$ cat src/rtl/rdc_watermark.sv
// rdc_watermark: per-channel request duration counter with saturating counts,
// sticky/level violation flags, software clear and high-watermark readout.
// Ports:
//   clk_i, rstn_i (async active-low), enable_i, clear_i (sync pulse)
//   events_i[k]                 : monitored event of channel k
//   events_weights_i[k*W +: W]  : weight of channel k, 0 disables it
//   interruption_rdc_o          : OR of all channel flags
//   interruption_vector_rdc_o   : registered per-channel violation flags
//   watermark_o[k*W +: W]       : longest registered count of channel k
module rdc_watermark #(
  parameter int N_CORES       = 2,
  parameter int CORE_EVENTS   = 4,
  parameter int WEIGHTS_WIDTH = 8,
  parameter bit STICKY        = 1'b1
) (
  input  logic                                       clk_i,
  input  logic                                       rstn_i,
  input  logic                                       enable_i,
  input  logic                                       clear_i,
  input  logic [N_CORES*CORE_EVENTS-1:0]             events_i,
  input  logic [N_CORES*CORE_EVENTS*WEIGHTS_WIDTH-1:0] events_weights_i,
  output logic                                       interruption_rdc_o,
  output logic [N_CORES*CORE_EVENTS-1:0]             interruption_vector_rdc_o,
  output logic [N_CORES*CORE_EVENTS*WEIGHTS_WIDTH-1:0] watermark_o
);

  localparam int N = N_CORES * CORE_EVENTS;
  localparam int W = WEIGHTS_WIDTH;
  localparam logic [W-1:0] CNT_MAX = '1;

  logic [N-1:0] r_flag;

  for (genvar g = 0; g < N; g++) begin : g_ch
    logic [W-1:0] w_weight;
    logic         w_active;
    logic         w_viol;
    logic [W-1:0] r_cnt;
    logic [W-1:0] r_wm;

    assign w_weight = events_weights_i[g*W +: W];
    assign w_active = enable_i && (w_weight != '0);
    // Compares the registered count, so the flag trails cnt by one edge.
    assign w_viol   = w_active && (r_cnt > w_weight);

    always_ff @(posedge clk_i or negedge rstn_i) begin
      if (!rstn_i) begin
        r_cnt <= '0;
      end else if (!w_active || !events_i[g]) begin
        r_cnt <= '0;
      end else if (r_cnt != CNT_MAX) begin
        r_cnt <= r_cnt + 1'b1;
      end
    end

    // Counters idle at zero when disabled, so max() holds the old value.
    always_ff @(posedge clk_i or negedge rstn_i) begin
      if (!rstn_i) begin
        r_wm <= '0;
      end else if (clear_i) begin
        r_wm <= '0;
      end else if (r_cnt > r_wm) begin
        r_wm <= r_cnt;
      end
    end

    always_ff @(posedge clk_i or negedge rstn_i) begin
      if (!rstn_i) begin
        r_flag[g] <= 1'b0;
      end else if (clear_i) begin
        r_flag[g] <= 1'b0;
      end else if (STICKY) begin
        r_flag[g] <= r_flag[g] | w_viol;
      end else begin
        // w_viol already includes enable_i, forcing 0 while disabled.
        r_flag[g] <= w_viol;
      end
    end

    assign watermark_o[g*W +: W] = r_wm;
  end

  assign interruption_vector_rdc_o = r_flag;
  assign interruption_rdc_o        = |r_flag;

endmodule

$ cat config.mk
export PLATFORM = sky130hd
export DESIGN_NAME = rdc_watermark
export DESIGN_NICKNAME = d
export VERILOG_FILES = /design/src/rtl/rdc_watermark.sv
export SDC_FILE = /design/constraint.sdc
export NUM_CORES = 1
export LEC_CHECK = 0
export BUFFER_PORTS_ARGS = -buffer_cell sky130_fd_sc_hd__buf_2
export CAP_MARGIN = 30
export CORE_ASPECT_RATIO = 0.9
export CORE_MARGIN = 1.5
export CORE_UTILIZATION = 58
export CTS_CLUSTER_SIZE = 25
export DETAILED_ROUTE_END_ITERATION = 10
export GPL_TIMING_DRIVEN = 0
export PLACE_DENSITY = 0.91
export SLEW_MARGIN = 0
export SYNTH_ARGS = -nofsm -noshare
export SYNTH_HDL_FRONTEND = slang
export SYNTH_SLANG_ARGS = --single-unit
$ cat constraint.sdc
create_clock -name clk_i -period 2.62 [get_ports clk_i]
set_clock_uncertainty 0.15 [all_clocks]
set_input_delay 0.262 -clock clk_i [delete_from_list [all_inputs] [get_ports clk_i]]
set_output_delay 0.262 -clock clk_i [all_outputs]
set_load 0.05 [all_outputs]
==> Word level (Yosys, flattened, before mapping) <==
Index checks and enable logic that the tools add are counted.
Widths: inputs -> output; s select.
{ "op_classes": {"n_addsub": 8, "n_lt_le_gt_ge": 16, "n_eq_ne": 8, "n_mux": 40, "bitwise": 8, "reduce_logical": 65} }
{ "ops": {"columns": ["operator", "n"], "rows": [
  ["$mux 8", 32],
  ["$gt 8x8->1", 16],
  ["$add 8x1->8 const B", 8],
  ["$ne 8x8->1 const B", 8],
  ["$reduce_bool 8->1", 8],
  ["$reduce_bool 2->1", 16],
  ["$logic_and 1x1->1", 16],
  ["$logic_not 1->1", 16],
  ["$logic_or 1x1->1", 8],
  ["$mux 1", 8],
  ["$or 1x1->1", 8],
  ["$reduce_or 8->1", 1]
]} }
{ "word_totals": {"reg_bits": 136, "in_bits": 76, "out_inout_bits": 73} }

==> Depth between registers and ports, before layout <==
Gate-level depths: netlist (run 1).
{ "depth": {"word_depth": 5, "ltp_mapped": 7} }

==> Least setup slack after synthesis (run 1) <==
OpenSTA, ideal clock, no wires.
{ "synth_path": {"path_kind": "register -> register", "start": "reg g_ch[1].r_wm[5]", "end": "reg g_ch[1].r_wm[4]", "setup_time_ns": 0.121, "arrival_ns": 1.881, "setup_slack_ns": 0.468, "path_stages_with_launch": 8, "cell_sequence": "dfrtp_1 inv_1 ha_1 a211o_1 a21oi_2 nor3_1 a31o_4 a22o_1"} }
{ "synth_via": {"elab_chain_len": 2} }
{ "synth_lines": {"columns": ["element", "line_no", "text"], "rows": [
  ["start, declared", "38", "logic [W-1:0] r_wm;"],
  ["start signal, assigned", "62", "r_wm <= r_cnt;"],
  ["$gt 8x8->1", "61", "end else if (r_cnt > r_wm) begin"],
  ["$reduce_bool 2->1 (no source line)", null, null]
]} }
No other way between the ends.
A chain may end at the register's enable or synchronous reset.

==> Worst setup path after layout (run 1) <==
{ "layout_path": {"start": "reg r_flag[4], in the netlist interruption_vector_rdc_o[4]", "end": "out interruption_rdc_o"} }
{ "layout_via": {"elab_chain_len": 1} }
{ "layout_lines": {"columns": ["element", "line_no", "text"], "rows": [
  ["start, declared", "31", "logic [N-1:0] r_flag;"],
  ["start signal, assigned by index", "72", "r_flag[g] <= r_flag[g] | w_viol;"],
  ["start signal, assigned by index", "75", "r_flag[g] <= w_viol;"],
  ["$reduce_or 8->1", "83", "assign interruption_rdc_o = |r_flag;"],
  ["end, declared", "22", "output logic interruption_rdc_o,"]
]} }
No other way between the ends.

==> results of run 1 <==
## cell families (layout without fill, tap and decap cells)
family                     count (synthesis)  in the layout
xor gates and xnor gates                  17             17
DFF                                      136            136
adders and majority gates                136            136
buffers and inverters                    139            320
AOI/OAI and AO/OA                        251            251
and+or+nand+nor                          262            262
muxes                                     16             16
## state kept, by name, summed over array words and instances, names as in the netlist
name,count
g_ch.r_cnt,64
g_ch.r_wm,64
interruption_vector_rdc_o,8
## what timing repair did
action,CTS,global route
setup buffers,0,0
hold buffers,1,0
hold endpoints to repair,71,0
gates resized for setup,0,0
## how the worst max path moves through the flow
stage                                                 from                     endpoint  slack, ns
finish              interruption_vector_rdc_o[4]$_DFF_PN0_           interruption_rdc_o       0.26
global route        interruption_vector_rdc_o[4]$_DFF_PN0_           interruption_rdc_o       0.26
CTS                 interruption_vector_rdc_o[4]$_DFF_PN0_           interruption_rdc_o       0.32
detailed placement            g_ch[1].r_cnt[5]$_DFFE_PN0P_  g_ch[1].r_wm[7]$_DFFE_PN0P_       0.54
global placement                                    rstn_i  g_ch[0].r_wm[1]$_DFFE_PN0P_      -0.73
floorplan                      g_ch[1].r_wm[5]$_DFFE_PN0P_  g_ch[1].r_wm[4]$_DFFE_PN0P_       0.47
## layout make-up
type	count	area [µm²]	share of cell area
flip-flops and latches	136	3400	0.311
multi-input cells	682	5410	0.494
plain buffers	5	40.0	0.00366
clock buffers	29	520	0.0475
inverters	134	503	0.0459
repair buffers	150	785	0.0717
well taps	202	253	0.0231
clock inverters	2	35.0	0.00320
## through the flow
step / hold slack [ns] / TNS, ns
after global placement: 0.360 / -97.24
after CTS: 0.107 / 0
after global routing: 0.125 / 0
after detailed placement: 0.174 / 0
after floorplan: -0.184 / 0
final: 0.114 / 0
## power groups by stage
stage	Combinational [µW]	Clock (µW)	Sequential (µW)
final	613	2270	2150
after global routing	681	2400	2150
after CTS	615	2300	2150
after floorplan	354	0	2210
after global placement	579	0	2190
after detailed placement	610	0	2190
## layout by cell type (no fill, tap or decap), drive strengths merged, types with 19 or more instances in the layout
master / count
a21oi: 63
a22o: 64
a31oi: 19
and3: 20
buf: 154
clkbuf: 29
dfrtp: 136
ha: 136
inv: 134
nand2: 46
nand3: 35
nand4: 36
nor2: 73
o21a: 21
## worst max-delay path: stages, from the launching register on
cell	delay, ns
dfrtp_1	0.43
nor4_1	0.76
nand2_1	0.09
buf_2	0.25
## metal layers
metal	routed length [µm]	global-route usage	share of wire	vias up
li1	-	-	-	3863
met1	10000	0.362	0.45	3891
met4	463	0.0941	0.021	0
met2	10700	0.473	0.48	242
met3	1260	0.0586	0.056	36
met5	0	0	0	-
==> impl_metrics.tcl, run 1 <==
set metrics [dict create \
    outcome "finished, final reports clean" \
    clk_pin_slew_ns 0.05 \
    ys_types 51 \
    synthAdderAreaFrac 0.182 \
    crit_fanout 3 \
    num_vias 8032 \
    p_leak_uw 0.00582 \
    synth-simple-area-share 0.149 \
    period_minus_slack_ns 2.36 \
    drc_errors 0 \
    grt_usage 0.281 \
    grt_overflow 0 \
    total_power_uw 5030 \
    fillCellCount 1156 \
    grt_pass1_vias 7830 \
    grt_max_degree 73 \
    pwr-share-clk 0.450 \
    holdPathStages 3 \
    required_ns 2.21 \
    dp_hpwl_um 16700 \
    die_h_um 123 \
    ys_warn_count 0 \
    layout.cells.non_filler 1340 \
    reg2reg_slack_ns 0.51 \
    place_congestion 0.841 \
    setup_ws_ns 0.265 \
    rows 43 \
    wl_per_cell_um 16.7 \
    cp-start-kind "flop" \
    synth_area_um2 9360 \
    areaGrowthSynthToFinish_pct 17.0 \
    switching_share 0.249 \
    drive_gt1_frac 0.199 \
    clkSinkCount 136 \
    power_switching_uw 1250 \
    die_width_um 137 \
    viasPerCell 5.99 \
    yosys-top-cells-count "dfrtp_1, ha_1, inv_1" \
    tightest_slew_ns 0.857 \
    yosysTopAreaCellShare 0.364 \
    syn_nets 1169 \
    synth.yosys.seq_area_share 0.364 \
    async_flop_share 1.00 \
    final_nets 1338 \
    final_util 0.702 \
    maxCapViolations 0 \
    cts-root-buf "clkbuf_16" \
    r2r_cells 6 \
    finalSetupViolCount 0 \
    cp-end-kind "output port" \
    cts_tree "done" \
    ant_nets 0 \
    dpl_cell_area_um2 10400 \
    netlist_instances 957 \
    antennaDiodeCount 0 \
    antenna_found_initial 1 \
    routed_wl_um 22400 \
    fin_area_um2 10900 \
    hold_class "in -> reg" \
    regToRegEndpoint "g_ch[7].r_wm[4]$_DFFE_PN0P_" \
    synth_xor_area_frac 0.0159 \
    clk-insertion-delay-late_ns 0.41 \
    initial_core_util 0.600 \
    synth.mux.area_fraction 0.0171 \
    fp.dieArea_um2 16900 \
    period_share 0.899 \
    yosys_register_bits 136 \
    synth.top_cells.by_area "dfrtp_1, ha_1, a22o_1" \
    dp_slack_ns 0.539 \
    portBuffers 148 \
    timing.fmax_mhz 425 \
    synth_edf_count 0 \
    syn_area_per_cell_um2 9.78 \
    rsz0062_at_grt "no" \
    core_area_um2 15600 \
    path_class "reg -> out" \
    synth_top_family_by_area "compound AO/OA/AOI/OAI gates" \
    worstPathArrival_ns 1.94 \
    drt_iter0_markers 403 \
    r2r_start "g_ch[7].r_cnt[5]$_DFFE_PN0P_" \
    synth_area_leader_cell "dfrtp_1" \
    h-tree-depth 4 \
    grt_pass1_wl_um 37300 \
    p_int_uw 3780 \
    slew_headroom 0.423 \
    hold_start "events_i[4]" \
    pwr-share-seq 0.428 \
    clk_path_buf_depth 2 \
    powerDensity_nw_per_um2 459 \
    synth_ff_type "dfrtp_1" \
    dr.pass1.iters 6 \
    ir_drop_v 0.000544 \
    pin_count 149 \
    hold_violations 0 \
    cts_buffers 17 \
    power_frac_comb 0.122 \
    dpl.cell_count 1308 \
    drv_slew 0 \
    synth_compound_area_frac 0.215 \
    worstHoldEndpoint "g_ch[4].r_cnt[7]$_DFFE_PN0P_" \
]
Power figures use the tool's default switching activity.
==> run 2, diff against run 1 <==
--- a/config.mk
+++ b/config.mk
@@ -10,10 +10,12 @@
 export CORE_ASPECT_RATIO = 0.9
 export CORE_MARGIN = 1.5
 export CORE_UTILIZATION = 58
+export CTS_CLUSTER_DIAMETER = 40
 export CTS_CLUSTER_SIZE = 25
 export DETAILED_ROUTE_END_ITERATION = 10
 export GPL_TIMING_DRIVEN = 0
 export PLACE_DENSITY = 0.91
+export RECOVER_POWER = 100
 export SLEW_MARGIN = 0
 export SYNTH_ARGS = -nofsm -noshare
 export SYNTH_HDL_FRONTEND = slang
==> run 2 against run 1 <==
  * Final area shrank 2.5%
  * Hold slack worse by 0.0011 ns
  * Critical path depth up 3
  * Largest cell class unchanged
  * Highest routed layer unchanged
==> impl_metrics.tcl, run 2 (same netlist as run 1, synthesis figures left out) <==
set metrics [dict create \
    drc_errors 0 \
    maxCapViolations 0 \
    post-cts-setup-buffers 0 \
    dp_hpwl_um 16700 \
    holdPathStages 3 \
    clk_path_buf_depth 2 \
    cp_slowest_stage_delay_ns 0.57 \
    setup_ws_ns 0.210 \
    hold_ws_ns 0.113 \
    clk_pin_slew_ns 0.05 \
    drive_gt1_frac 0.118 \
    dr.pass1.iters 5 \
    r2r_cells 6 \
    r2r_start "g_ch[1].r_cnt[5]$_DFFE_PN0P_" \
    clk-insertion-delay-late_ns 0.41 \
    critPathTopFamily "compound AO/OA/AOI/OAI gates" \
    initial_core_util 0.600 \
    grt_pass1_wl_um 37300 \
    pin_count 149 \
    rows 43 \
    final_nets 1338 \
    antennaDiodeCount 0 \
    met3_usage 0.0586 \
    period_minus_slack_ns 2.41 \
    post_cts_resized 0 \
    die_width_um 137 \
    die_h_um 123 \
    crit_start "g_ch[1].r_cnt[5]$_DFFE_PN0P_" \
    period_share 0.920 \
    cp-start-kind "flop" \
    core_area_um2 15600 \
    h-tree-depth 4 \
    num_vias 8048 \
    top_usage_layer "met2" \
    finalSetupViolCount 0 \
    crit_fanout 9 \
    dpl_cell_area_um2 10400 \
    cts_tree "done" \
    antenna_found_initial 1 \
    path_class "reg -> reg" \
    drv_slew 0 \
    regToRegEndpoint "g_ch[1].r_wm[7]$_DFFE_PN0P_" \
    fp.dieArea_um2 16900 \
    cts_hold_buf 1 \
    drt_iter0_markers 419 \
    rsz0062_at_grt "no" \
    cts_buffers 17 \
    outcome "finished, final reports clean" \
    cp.depth 6 \
    tightest_slew_ns 0.900 \
    p_leak_uw 0.00542 \
    place_congestion 0.841 \
    final_cell_mix "ha_1, dfrtp_1, inv_1, clkbuf_1, buf_2" \
    wl_per_cell_um 16.8 \
    final_util 0.684 \
    dpl.cell_count 1308 \
    reg2reg_slack_ns 0.21 \
    grt_util_met2 0.473 \
    areaGrowthSynthToFinish_pct 14.1 \
    timing.fmax_mhz 415 \
    grt_pass1_vias 7830 \
    cp-end-kind "flop" \
    fin_area_um2 10700 \
    grt_max_degree 73 \
    clkSinkCount 136 \
    grt_overflow 0 \
    portBuffers 148 \
    crit_chain "ha_1, a211o_1, a21oi_2, a21oi_1, o22ai_1, a22o_1" \
    slew_headroom 0.400 \
    routed_wl_um 22500 \
    dp_slack_ns 0.539 \
    layout.cells.non_filler 1340 \
    required_ns 2.82 \
    viasPerCell 6.01 \
    path_buf_inv 0 \
    worstPathArrival_ns 2.61 \
    ant_nets 0 \
    cp-endpoint "g_ch[1].r_wm[7]$_DFFE_PN0P_" \
    hold_class "in -> reg" \
    cts-root-buf "clkbuf_16" \
    grt_usage 0.281 \
    critical_path.slowest_cell "o22ai_1" \
    grt_use_met1 0.362 \
    powerDensity_nw_per_um2 468 \
    hold_violations 0 \
    ir_drop_v 0.000542 \
]
## run 2: how the worst min path moves through the flow
stage,slack (ns),end,startpoint
CTS,0.11,g_ch[5].r_cnt[2]$_DFFE_PN0P_,events_i[5]
detailed placement,0.17,g_ch[5].r_wm[1]$_DFFE_PN0P_,rstn_i
global placement,0.36,g_ch[2].r_wm[5]$_DFFE_PN0P_,g_ch[2].r_wm[5]$_DFFE_PN0P_
floorplan,-0.18,g_ch[0].r_cnt[0]$_DFFE_PN0P_,rstn_i
global route,0.13,g_ch[5].r_cnt[6]$_DFFE_PN0P_,events_i[5]
finish,0.11,g_ch[4].r_cnt[7]$_DFFE_PN0P_,events_i[4]
## run 2: per-layer routing
metal  part of all wire  wire length (µm)
met1               0.44              9970
met2               0.48             10800
met3              0.059              1330
met4              0.017               388
met5                  0                 0
## run 2: final cells by class
class	count	area, µm²
well taps	202	253
fillers	1236	4920
plain buffers	5	38.8
clock buffers	29	520
inverters	134	503
flip-flops and latches	136	3400
multi-input cells	682	5250
clock inverters	2	35.0
repair buffers	150	674
## run 2: per-stage QoR
stage,power [µW],setup TNS (ns)
final,5000,0
after CTS,5060,0
after floorplan,2570,0
after detailed placement,2800,0
after global routing,5210,0
after global placement,2760,-97.24
## run 2: worst min-delay path, stage by stage
cell and delay (ns):
buf_2 0.07, nand2_1 0.15, nor2_1 0.14
## run 2: report_power, final
part	switching, µW	leakage (µW)	internal, µW
clock	838	0.000272	1430
combinational	374	0.00326	211
sequential	29.1	0.00189	2120
total	1240	0.00542	3760
